### config.mk
export PLATFORM = sky130hd
export DESIGN_NAME = mux8_to_1_16bit
export DESIGN_NICKNAME = d
export VERILOG_FILES = /design/src/rtl/mux8_to_1_16bit.sv
export SDC_FILE = /design/constraint.sdc
export NUM_CORES = 1
export LEC_CHECK = 0
export ABC_AREA = 1
export CAP_MARGIN = 10
export CORE_UTILIZATION = 38
export DETAILED_ROUTE_END_ITERATION = 8
export PLACE_DENSITY = 0.87
export SYNTH_ARGS = -nofsm -noshare
export SYNTH_HDL_FRONTEND = slang
export SYNTH_SLANG_ARGS = --single-unit
### constraint.sdc
create_clock -name clk -period 2.4 [get_ports clk]
set_input_delay 0.72 -clock clk [delete_from_list [all_inputs] [get_ports clk]]
set_output_delay 0.72 -clock clk [all_outputs]
set_load 0.05 [all_outputs]
### src/rtl/mux8_to_1_16bit.sv
//------------------------------------------------------------------------------
// mux8_to_1_16bit : registered 8-to-1 word multiplexer with capture enable
// Revision: 1.0 - initial release
//------------------------------------------------------------------------------
`default_nettype none

module mux8_to_1_16bit #(
  parameter int                 WIDTH   = 16,
  parameter int                 SEL_W   = 3,
  parameter logic [WIDTH-1:0]   RST_VAL = '0
) (
  input  logic              clk,
  input  logic              rst,
  input  logic              en,
  input  logic [WIDTH-1:0]  in0,
  input  logic [WIDTH-1:0]  in1,
  input  logic [WIDTH-1:0]  in2,
  input  logic [WIDTH-1:0]  in3,
  input  logic [WIDTH-1:0]  in4,
  input  logic [WIDTH-1:0]  in5,
  input  logic [WIDTH-1:0]  in6,
  input  logic [WIDTH-1:0]  in7,
  input  logic [SEL_W-1:0]  S,
  output logic [WIDTH-1:0]  O,
  output logic [SEL_W-1:0]  S_q
);

  localparam int c_NUM_IN = 2 ** SEL_W;

  logic [WIDTH-1:0] w_words [c_NUM_IN];
  logic [WIDTH-1:0] o_d;
  logic [WIDTH-1:0] o_q;
  logic [SEL_W-1:0] sel_d;
  logic [SEL_W-1:0] sel_q;

  // Gather the inputs into an array so the select decodes as a plain index.
  assign w_words[0] = in0;
  assign w_words[1] = in1;
  assign w_words[2] = in2;
  assign w_words[3] = in3;
  assign w_words[4] = in4;
  assign w_words[5] = in5;
  assign w_words[6] = in6;
  assign w_words[7] = in7;

  always_comb begin
    o_d   = o_q;
    sel_d = sel_q;
    if (en) begin
      o_d   = w_words[S];
      sel_d = S;
    end
  end

  always_ff @(posedge clk) begin
    if (rst) begin
      o_q   <= RST_VAL;
      sel_q <= '0;
    end else begin
      o_q   <= o_d;
      sel_q <= sel_d;
    end
  end

  assign O   = o_q;
  assign S_q = sel_q;

endmodule

`default_nettype wire

-- After elaboration in Yosys (flattened, before gate mapping)
Cells that the tools add are included.
- register bits: 19
- input port bits: 134
- output and inout port bits: 19
- word-level logic and storage cells: 7
- bitwise gates (word level): 1
- muxes and demuxes: 3
- order comparisons: 1
- operator list (cell ; count):
    $bmux 16 s3 ; 1
    $mux 16 ; 2
    $ge 4x4->1 const B ; 1
    $not 3->4 ; 1

-- Depth between registers and ports, before layout
- word-level depth: 4
- gate-level depth with buffers: 10
- depth with buffers taken out: 8

-- Worst setup path before layout
Ideal clock, no wire load.
- path kind: in2reg
- from: input S[1]
- to: register o_q[15] (netlist: O[15])
- stages: 8
- buffers on the path: 2
- path slack: 881 ps
- library setup time: 110 ps
- required time: 2290 ps
- arrival time: 1408 ps
- path through: buf_2 -> inv_2 -> buf_2 -> nand3_1 -> nand3_1 -> nand3_1 -> nand2_1 -> inv_1
- longest elaborated chain between the ends: 4
- RTL lines (what ; line ; source):
    from (decl) ; 23 ; input logic [SEL_W-1:0] S,
    $not 3->4 (not written as such) ; 50 ; o_d = w_words[S];
    $bmux 16 s3 ; 50 ;
    $mux 16 (not written as such) (2 in series) ; 50 ;
    to (signal assigned) ; 57 ; o_q <= RST_VAL;
    to (signal assigned) ; 60 ; o_q <= o_d;
    to (decl) ; 32 ; logic [WIDTH-1:0] o_q;
No other way between the ends. The select of a mux whose other input is x is not followed.
A chain may end at the register's enable or synchronous reset.

-- Final worst setup path
- from: register o_q[6] (netlist: O[6])
- to: output O[6]
- RTL lines (what ; line ; source):
    to (decl) ; 24 ; output logic [WIDTH-1:0] O,
No word-level cell between the ends.

==> reports/results.env <==
FIN_SKEW_NS=0
SETUP_VIOL_COUNT_FINAL=0
ROUTABILITYCONGESTION=0.8581
DIE-AREA_SQ_MM=0.005924
FLOORPLAN.IO_PINS=153
CTS.CLK_SLEW.WORST_PATHS_NS=0.08
FINAL_MAX_SLEW_VIOL_COUNT=0
N_ANTENNA_CELL=0
DETAILROUTE.VIA_COUNT=2925
CRITICAL_PATH.TOP_DELAY_FAMILY='buffers and inverters'
DETAILEDROUTE.FIRSTITERATIONVIOLATIONS=167
GLOBALROUTEMET2UTIL_PCT=45.45
GR-USAGE-MET1_PCT=32.93
GLOBAL_ROUTE.OVERFLOW_TOTAL=0
SYNTH_COMPOUND_GATE_AREA_SHARE_PCT=1.172
POSTSYNTHCELLCOUNT=425
DRIVE_ABOVE_1_SHARE_PCT=2.847
DRV_CAP=0
PORT_BUFFERS=152
CRITPATHBUFINV=1
RSZ0062_AT_GRT='false'
CTS_MAX_LEVEL=1
GRT_PASS1_VIAS=2796
WORST_SETUP_PATH_END_KIND='output port'
GRT_ANTENNA_BEFORE_REPAIR=0
ROUTED_WIRELENGTH_UM=7510
CTS.ROOT.BUFFER_CELL='sky130_fd_sc_hd__clkbuf_8'
DP_HPWL_UM=5823
CLOCK_BUFFER_COUNT_FROM_CTS=3
SETUP_WS_NS=0.2377
DETAILEDROUTE.FIRSTPASSITERATIONCOUNT=4
REQUIRED_TIME_OF_THE_CRITICAL_PATH_NS=1.68
SYNTHESIS.AREA_SQ_MM=0.002136
CLKLATENCYLATEPIN_NS=0.25
PIN_COUNT_OF_THE_BIGGEST_NET_ENTERING_GLOBAL_ROUTING=65
POSTCTSHOLDBUFS=0
FLOORPLAN.ROWS=26
CLASS_OF_THE_TIGHTEST_HOLD_OR_REMOVAL_CHECK='flop to flop'
FINALHOLDVIOLATIONS=0
POWER.TOTAL_mW=1.190
PLACEABLECOREAREA_SQ_MM=0.005270
SYNTH_TOP_FAMILY_BY_AREA='simple AND/OR/NAND/NOR gates'
BUSIEST_LAYER='met2'
FINALNETCOUNT=697
WORST_PATH_MAX_DELAY_CELL='sky130_fd_sc_hd__clkdlybuf4s50_1'
CRIT_TYPE='flop to output port'
SETUP_TNS_NS=0
RELSLEWSLACK_PCT=61.18
POST_CTS_RESIZE_COUNT=0
MAX_IR_DROP_VDD_uV=291.1
FINAL_ANTENNA_NET_COUNT=0
GRT_FIRST_PASS_WIRELENGTH_UM=12510
SYNTH.NET_COUNT=559
STARTPOINT_OF_THE_MOST_CRITICAL_HOLD_PATH='S_q[0]$_SDFFE_PP0P_'
DETAIL_ROUTE.WL_PER_CELL_UM=11.88
SYNTH_XOR_XNOR_AREA_SHARE_PCT=0
WORST-SLEW-PIN-TRANSITION_NS=0.5822
SYN-MEAN-INSTANCE-AREA_SQ_UM=5.025
CTS_POST_SETUP_BUFFERS_INSERTED=0
INITIAL_CORE_UTIL_PCT=40.53
ARRIVAL_TIME_OF_DATA_AT_THE_CRITICAL_PATH_ENDPOINT_NS=1.44
MIN_PERIOD_OVER_PERIOD_PCT=90.10
STATUS='finished clean'
P_PER_AREA_mW_PER_MM2=324.0
GRTUSAGEMET3_PCT=3.571
YOSYSUNIQUECELLTYPES=14
CRITICAL_PATH.REG2REG.STARTPOINT='O[10]$_SDFFE_PP0P_'
MUX_SHARE_OF_POST_SYNTHESIS_CELL_AREA_PCT=0
CTS_BUFFER_DEPTH=2
SEQUENTIAL_FRACTION_OF_THE_SYNTHESIS_AREA_PCT=17.81
PLACE_WORST_SETUP_SLACK_NS=0.2659
WORST_SETUP_PATH_START_KIND='flop'
DIE_HEIGHT_UM=76.97
SYNTH-SEQ-CELLS=19
POST-ROUTE-UTIL_PCT=69.71
YS_WARN_COUNT=0
AREA_ADDED_BETWEEN_SYNTHESIS_AND_FINISH_PCT=72.00
TIMING.FINAL.CRIT_PERIOD_NS=2.162
SYNTH_SIMPLE_GATE_AREA_SHARE_PCT=57.53
PATH_MAX_FANOUT=2
DIE_X_UM=76.97
MAXIMUM_CLOCK_RATE_MHz=462.5
TIMING.CRITICAL_PATH.FROM='O[6]$_SDFFE_PP0P_'
ADDER_CELL_FRACTION_OF_SYNTH_AREA_PCT=0
ROUTE.DETAILED.DRC=0
ROUTED_VIA_DENSITY=4.628
CRITICAL-PATH-MAX-STAGE-DELAY_NS=0.84
TRITONCTS='built'
CELLLEAKAGEPOWER_nW=1.963
CTS.SINK_COUNT=19
TIMING.CRITICAL_PATH.CELLS='clkdlybuf4s50_1'
GLOBAL_ROUTE.USAGE.TOTAL_PCT=25.59
-- logic make-up (layout without fill, tap and decap cells) --
logic type | Yosys count | after routing
AOI/OAI and AO/OA | 5 | 5
buffers and inverters | 110 | 247
DFF | 19 | 19
and+or+nand+nor | 291 | 291
-- per-stage QoR --
step / cell area (sq um) / std cells / hold WS [ns]
after floorplan: 2136 / 425 / 0.7534
after global placement: 3627 / 628 / 0.5149
after detailed placement: 3627 / 628 / 0.5155
after CTS: 3674 / 632 / 0.5336
after global routing: 3674 / 632 / 0.5467
final: 3674 / 632 / 0.5335
-- placed cells by master, fill, tap and decap left out --
cell type                         synthesis  routed
sky130_fd_sc_hd__nor2_8                   1       1
sky130_fd_sc_hd__inv_1                   80      80
sky130_fd_sc_hd__dfxtp_1                 19      19
sky130_fd_sc_hd__clkdlybuf4s50_1          0     151
sky130_fd_sc_hd__clkinv_2                 0       1
sky130_fd_sc_hd__clkinv_1                 1       1
sky130_fd_sc_hd__inv_2                    4       4
sky130_fd_sc_hd__clkbuf_8                 0       3
sky130_fd_sc_hd__nand3_1                 96      96
sky130_fd_sc_hd__buf_2                   14       1
sky130_fd_sc_hd__nand2_1                193     193
sky130_fd_sc_hd__nor2_1                   1       1
sky130_fd_sc_hd__o21ai_0                  3       3
sky130_fd_sc_hd__buf_12                   0       2
sky130_fd_sc_hd__buf_4                    1       4
sky130_fd_sc_hd__a21oi_1                  2       2
-- worst register-to-register path: stages, from the launching register on --
cell	delay, ns
sky130_fd_sc_hd__dfxtp_1	0.33
sky130_fd_sc_hd__nand2_1	0.07
sky130_fd_sc_hd__nand3_1	0.08
sky130_fd_sc_hd__nand2_1	0.07
sky130_fd_sc_hd__inv_1	0.03
-- power breakdown --
group / total (mW) / switching, mW / internal (mW)
sequential: 0.353 / 0.0139 / 0.339
combinational: 0.613 / 0.295 / 0.319
clock: 0.224 / 0.109 / 0.115
total: 1.19 / 0.418 / 0.773
-- path summary, 6_finish.rpt --
check	end	slack [ns]	depth (start not counted)
max	O[6]	0.24	1
min	S_q[0]$_SDFFE_PP0P_	0.53	2
min reg2reg	S_q[0]$_SDFFE_PP0P_	0.53	2
max reg2reg	O[10]$_SDFFE_PP0P_	1.74	4
-- cells in the mapped netlist --
library cell | number | area share, %
sky130_fd_sc_hd__nand3_1 | 96 | 22
sky130_fd_sc_hd__clkinv_1 | 1 | 0.18
sky130_fd_sc_hd__buf_6 | 9 | 4.7
sky130_fd_sc_hd__nor2_8 | 1 | 0.94
sky130_fd_sc_hd__nand2_1 | 193 | 34
sky130_fd_sc_hd__clkbuf_1 | 1 | 0.18
sky130_fd_sc_hd__o21ai_0 | 3 | 0.70
sky130_fd_sc_hd__buf_4 | 1 | 0.35
sky130_fd_sc_hd__nor2_1 | 1 | 0.18
sky130_fd_sc_hd__inv_1 | 80 | 14
sky130_fd_sc_hd__a21oi_1 | 2 | 0.47
sky130_fd_sc_hd__buf_2 | 14 | 3.3
sky130_fd_sc_hd__dfxtp_1 | 19 | 18
sky130_fd_sc_hd__inv_2 | 4 | 0.70
-- registers in the layout, summed over array words and instances (netlist names) --
register	flops
S_q	3
O	16
-- routing by layer --
metal,vias up,share of wire [%]
met2,129,47
met1,1252,45
met4,0,0.39
met5,-,0
li1,1542,-
met3,2,7.6
-- final cells by class --
class                      instances  area [sq um]
clock buffer                       3         41.29
fill                             484          1597
multi-input combinational        296          1254
tap                               70         87.58
timing repair buffer             158          1587
inverter                          85         319.1
clock inverter                     1         5.005
sequential                        19         380.4
Power figures use the tool's default switching activity.
